[config.mk]
export PLATFORM = sky130hd
export DESIGN_NAME = fx2_gpio_out
export DESIGN_NICKNAME = d
export VERILOG_FILES = /design/src/rtl/fx2_gpio_out.sv
export SDC_FILE = /design/constraint.sdc
export NUM_CORES = 1
export LEC_CHECK = 0
export CAP_MARGIN = 20
export CELL_PAD_IN_SITES_DETAIL_PLACEMENT = 1
export CELL_PAD_IN_SITES_GLOBAL_PLACEMENT = 1
export CORE_MARGIN = 1
export CORE_UTILIZATION = 20
export DETAILED_ROUTE_END_ITERATION = 10
export PLACE_DENSITY = 0.78
export SLEW_MARGIN = 20
export SYNTH_ARGS = -nofsm -noshare
export SYNTH_HDL_FRONTEND = slang
export SYNTH_SLANG_ARGS = --single-unit
[constraint.sdc]
create_clock -name FX2_CLK -period 3.1 [get_ports FX2_CLK]
set_input_delay 0.465 -clock FX2_CLK [delete_from_list [all_inputs] [get_ports FX2_CLK]]
set_output_delay 0.465 -clock FX2_CLK [all_outputs]
set_load 0.01 [all_outputs]
[src/rtl/fx2_gpio_out.sv]
// FX2 slave-FIFO GPIO command port: reads opcode/argument pairs from FIFO2,
// updates an 8-bit GPIO register and optionally acks {gpio, err/count} to FIFO4.
// Ports: FX2_CLK, FX2_RST (sync, active high), FX2_FD (bidir data),
//   FX2_flags [0]=FIFO2 has data [2]=FIFO4 not full, FX2_PA_7 (unused),
//   FX2_SLRD/FX2_SLWR strobes, PA_2 SLOE, PA_3 tied 1, PA_6 PKTEND,
//   PA_5/PA_4 FIFOADR, gpio_output.
// Config: define FX2_GPIO_ACK_EN to enable the FIFO4 ack packet.
module fx2_gpio_out #(
  parameter logic [7:0] GPIO_RESET_VALUE = 8'h00
) (
  input  logic       FX2_CLK,
  input  logic       FX2_RST,
  inout  wire  [7:0] FX2_FD,
  input  logic [2:0] FX2_flags,
  input  logic       FX2_PA_7,
  output logic       FX2_SLRD,
  output logic       FX2_SLWR,
  output logic       FX2_PA_2,
  output logic       FX2_PA_3,
  output logic       FX2_PA_4,
  output logic       FX2_PA_5,
  output logic       FX2_PA_6,
  output logic [7:0] gpio_output
);

  typedef enum logic [2:0] {
    S_IDLE,
    S_RX,
    S_TURN,
    S_TX0,
    S_TX1,
    S_PKT
  } state_t;

  state_t     r_state;
  logic [7:0] r_gpio;
  logic [7:0] r_op;
  logic       r_phase;
  logic       r_err;
  logic [6:0] r_cnt;

  logic w_has;
  logic w_room;
  logic w_rd;
  logic w_ld;
  logic w_or;
  logic w_clr;
  logic w_xor;

  assign w_has  = FX2_flags[0];
  assign w_room = FX2_flags[2];

  // Strobes follow the flags in the same cycle so a byte is moved
  // exactly when the FX2 can take/give it; reset forces them idle.
  assign w_rd = (r_state == S_RX) & w_has & ~FX2_RST;

  assign w_ld  = (r_op == 8'h01);
  assign w_or  = (r_op == 8'h02);
  assign w_clr = (r_op == 8'h03);
  assign w_xor = (r_op == 8'h04);

  always_ff @(posedge FX2_CLK) begin
    if (FX2_RST) begin
      r_state <= S_IDLE;
      r_gpio  <= GPIO_RESET_VALUE;
      r_op    <= 8'h00;
      r_phase <= 1'b0;
      r_err   <= 1'b0;
      r_cnt   <= 7'd0;
    end else begin
      unique case (r_state)
        S_IDLE: begin
          if (w_has) r_state <= S_RX;
        end
        S_RX: begin
          if (w_has) begin
            if (!r_phase) begin
              r_op    <= FX2_FD;
              r_phase <= 1'b1;
            end else begin
              r_phase <= 1'b0;
              r_cnt   <= r_cnt + 7'd1;
              unique case (1'b1)
                w_ld:    r_gpio <= FX2_FD;
                w_or:    r_gpio <= r_gpio | FX2_FD;
                w_clr:   r_gpio <= r_gpio & ~FX2_FD;
                w_xor:   r_gpio <= r_gpio ^ FX2_FD;
                default: r_err  <= 1'b1;
              endcase
            end
          end else begin
`ifdef FX2_GPIO_ACK_EN
            r_state <= S_TURN;
`else
            r_state <= S_IDLE;
            r_err   <= 1'b0;
            r_cnt   <= 7'd0;
            r_phase <= 1'b0;
`endif
          end
        end
        S_TURN: r_state <= S_TX0;
        S_TX0: begin
          if (w_room) r_state <= S_TX1;
        end
        S_TX1: begin
          if (w_room) r_state <= S_PKT;
        end
        S_PKT: begin
          // A dangling opcode dies here with the packet.
          r_state <= S_IDLE;
          r_err   <= 1'b0;
          r_cnt   <= 7'd0;
          r_phase <= 1'b0;
        end
        default: r_state <= S_IDLE;
      endcase
    end
  end

  assign gpio_output = r_gpio;
  assign FX2_SLRD    = ~w_rd;
  assign FX2_PA_3    = 1'b1;
  assign FX2_PA_4    = 1'b0;

`ifdef FX2_GPIO_ACK_EN
  logic       w_tx;
  logic       w_f4;
  logic [7:0] w_dout;

  assign w_tx   = ((r_state == S_TX0) | (r_state == S_TX1)) & ~FX2_RST;
  assign w_f4   = ((r_state == S_TURN) | (r_state == S_TX0) |
                   (r_state == S_TX1) | (r_state == S_PKT)) & ~FX2_RST;
  assign w_dout = (r_state == S_TX0) ? r_gpio : {r_err, r_cnt};

  assign FX2_SLWR = ~(w_tx & w_room);
  assign FX2_PA_2 = w_f4;
  assign FX2_PA_5 = w_f4;
  assign FX2_PA_6 = ~((r_state == S_PKT) & ~FX2_RST);
  assign FX2_FD   = w_tx ? w_dout : 8'hzz;

  logic w_unused;
  assign w_unused = &{1'b0, FX2_PA_7, FX2_flags[1]};
`else
  assign FX2_SLWR = 1'b1;
  assign FX2_PA_2 = 1'b0;
  assign FX2_PA_5 = 1'b0;
  assign FX2_PA_6 = 1'b1;
  assign FX2_FD   = 8'hzz;

  logic w_unused;
  assign w_unused = &{1'b0, FX2_PA_7, FX2_flags[2:1],
                      r_err, r_cnt};
`endif

endmodule

==> flow_summary_export.csv <==
group,metric,value,unit
status,status,"completed",
die,core_area,1510,um^2
finish,finalNetCount,52,
synthesis,synthCells,39,
setup_path,reg2reg_slack,2.13,ns
global_routing,grt.total_usage,4.90,%
global_routing,grt_util_met2,3.13,%
synthesis,yosys-top-cells-count,"buf_4, a21oi_1, dfxtp_1",
finish,fillers,191,
synthesis,synth_top_area_share,51.4,%
global_routing,grtUsageMet3,4.74,%
synthesis,async_flop_share,0,%
finish,multi_input_area,171,um^2
place,gp_congestion,0.608,
die,die_y,42.1,um
finish,largest_reg_flops,3,
place,port_buffers,4,
setup_path,worst-setup-path-type,"input port to output pin",
finish,reg_top3,"r_state: 3 flops",
synthesis,synth_edf_count,0,
synthesis,synth_most_common_cell,"buf_4",
synthesis,yosysWarnings,16,
clock_tree,cts_hold_buf,0,
synthesis,synth_area_leaders,"buf_4, dfxtp_1, a21oi_1",
synthesis,synth_area,322,um^2
synthesis,ys_types,12,
route,drt-initial-drc-count,2,
finish,antennaDiodeCount,0,
synthesis,synth_area_leader_cell,"buf_4",
flow_run,drv_cap,0,
finish,drive_above_1_share,8.89,%
pwr,power_density,399,nW/um^2
clock_tree,cts_made_buffers,3,
route,wl,399,um
synthesis,avgSynthCellArea,8.25,um^2
hold_path,hp-class,"flop to flop",
global_routing,grt_pass1_wl,565,um
setup_path,cp_max_fo,2,
die,dieArea,1770,um^2
clock_tree,clk_latency,0.23,ns
global_routing,overflow,0,
clock_tree,cts.sinks,3,
pwr,cellLeakagePower,0.000146,uW
clock_tree,path_clk_slew,0.04,ns
route,wl_per_cell,6.54,um
setup_path,end_kind,"output pin",
route,final_antenna_net_count,0,
global_routing,grt_max_degree,7,
die,pin_count,29,
sta,fmax,0.418,GHz
synthesis,seq_area_frac_synth,18.7,%
synthesis,ys.flop_type,"dfxtp_1",
global_routing,grt_pass1_vias,133,
sta,skew,0.00149,ns
global_routing,busiest_layer,"met1",
clock_tree,cts_root_buf,"clkbuf_4",
route,drcViolationCount,0,
place,dp_slack,0.707,ns
clock_tree,cts_max_path_buffers,2,
sta,fin_crit_sh,77.1,%
global_routing,antenna_found_initial,0,
sta,period_needed,2.39,ns
synthesis,ys_seq_elements,3,
sta,final_hold_viol_count,0,
route,vias_per_cell,3.07,
pwr,irDropWorstVdd,0.000189,V
sta,layout_setup_ws,0.709,ns
die,row_count,14,
clock_tree,cts_htree_levels,1,
setup_path,cp-start-kind,"input port",
sta,final_max_slew_viol_count,0,
sta,tns,0,ns
route,vias,187,
die,start_util,21.3,%
route,dr.pass1.iters,4,
setup_path,critical_path_arrival,1.93,ns
place,place_hpwl,314,um
die,die_w,42.1,um
finish,seq_area,60.1,um^2
clock_tree,cts_tree,"built",
sta,finalSetupViolations,0,
finish,top_register,"r_state",
clock_tree,ctsResizeCount,0,
setup_path,worstPathRequired,2.63,ns
global_routing,grt_util_met1,6.56,%
finish,syn2layout_area_growth,-1.17,%
sta,grt_setup_unrepaired,"no",
clock_tree,cts_setup_buffers,0,
-- final cells by class --
class | instances | area share (%)
multi-input cells | 34 | 53.9
flip-flops and latches | 3 | 18.9
repair buffers | 4 | 12.6
clock buffers | 4 | 8.27
well taps | 16 | 6.30
-- per-layer routing --
metal | routed length (um) | share of wire [%] | up-vias
li1 | - | - | 95
met1 | 199 | 50 | 78
met3 | 57 | 14 | 0
met5 | 0 | 0 | -
met4 | 0 | 0 | 0
met2 | 142 | 36 | 14
-- layout by cell type (no fill, tap or decap) --
master and instances:
conb_1 22, clkdlybuf4s50_1 4, a21oi_1 3, clkbuf_4 3
dfxtp_1 3, or2b_1 2, nand2b_1 1, or4b_1 1
a211oi_1 1, nand3b_1 1, o21ba_2 1, nand4b_1 1
or3b_1 1, clkbuf_1 1
-- report_power, final --
| part | switching [uW] | internal (uW) |
|---|---|---|
| Combinational | 14.5 | 5.33 |
| Clock | 18.5 | 48.1 |
| Sequential | 0.822 | 39.6 |
| Total | 33.8 | 93.0 |
-- final timing paths --
| check | startpoint | endpoint | cells past startpoint |
|---|---|---|---|
| worst min register to register | r_state[0] | r_state[1] | 1 |
| worst max-delay path | FX2_flags[0] | FX2_SLRD | 4 |
| worst max register to register | r_state[1] | r_state[0] | 3 |
| worst min-delay path | r_state[0] | r_state[1] | 1 |
-- critical path, cell delays in order --
cell and delay, ns:
clkdlybuf4s50_1 0.46, nand2b_1 0.06, or4b_1 0.45, clkdlybuf4s50_1 0.49
-- through the flow --
stage | utilization [%] | instance area (um^2) | hold slack, ns | std cells | power (uW)
3_5_place_dp | 19.4 | 292 | 0.517 | 57 | 60.3
6_report | 21.1 | 318 | 0.524 | 61 | 127
4_1_cts | 21.1 | 318 | 0.524 | 61 | 130
3_3_place_gp | 19.4 | 292 | 0.503 | 57 | 60.1
5_1_grt | 21.1 | 318 | 0.550 | 61 | 138
2_1_floorplan | - | 397 | 0.461 | 59 | 75.0
-- cells by family (layout without fill, tap and decap cells) --
| family | count (synthesis) | count (layout) | synth area share, % |
|---|---|---|---|
| buffers and inverters | 22 | 8 | 51.4 |
| DFF | 3 | 3 | 18.7 |
| and+or+nand+nor | 7 | 7 | 17.5 |
| other | 2 | 22 | 2.34 |
| AOI/OAI and AO/OA | 5 | 5 | 10.1 |
(Power assumes the default switching activity.)
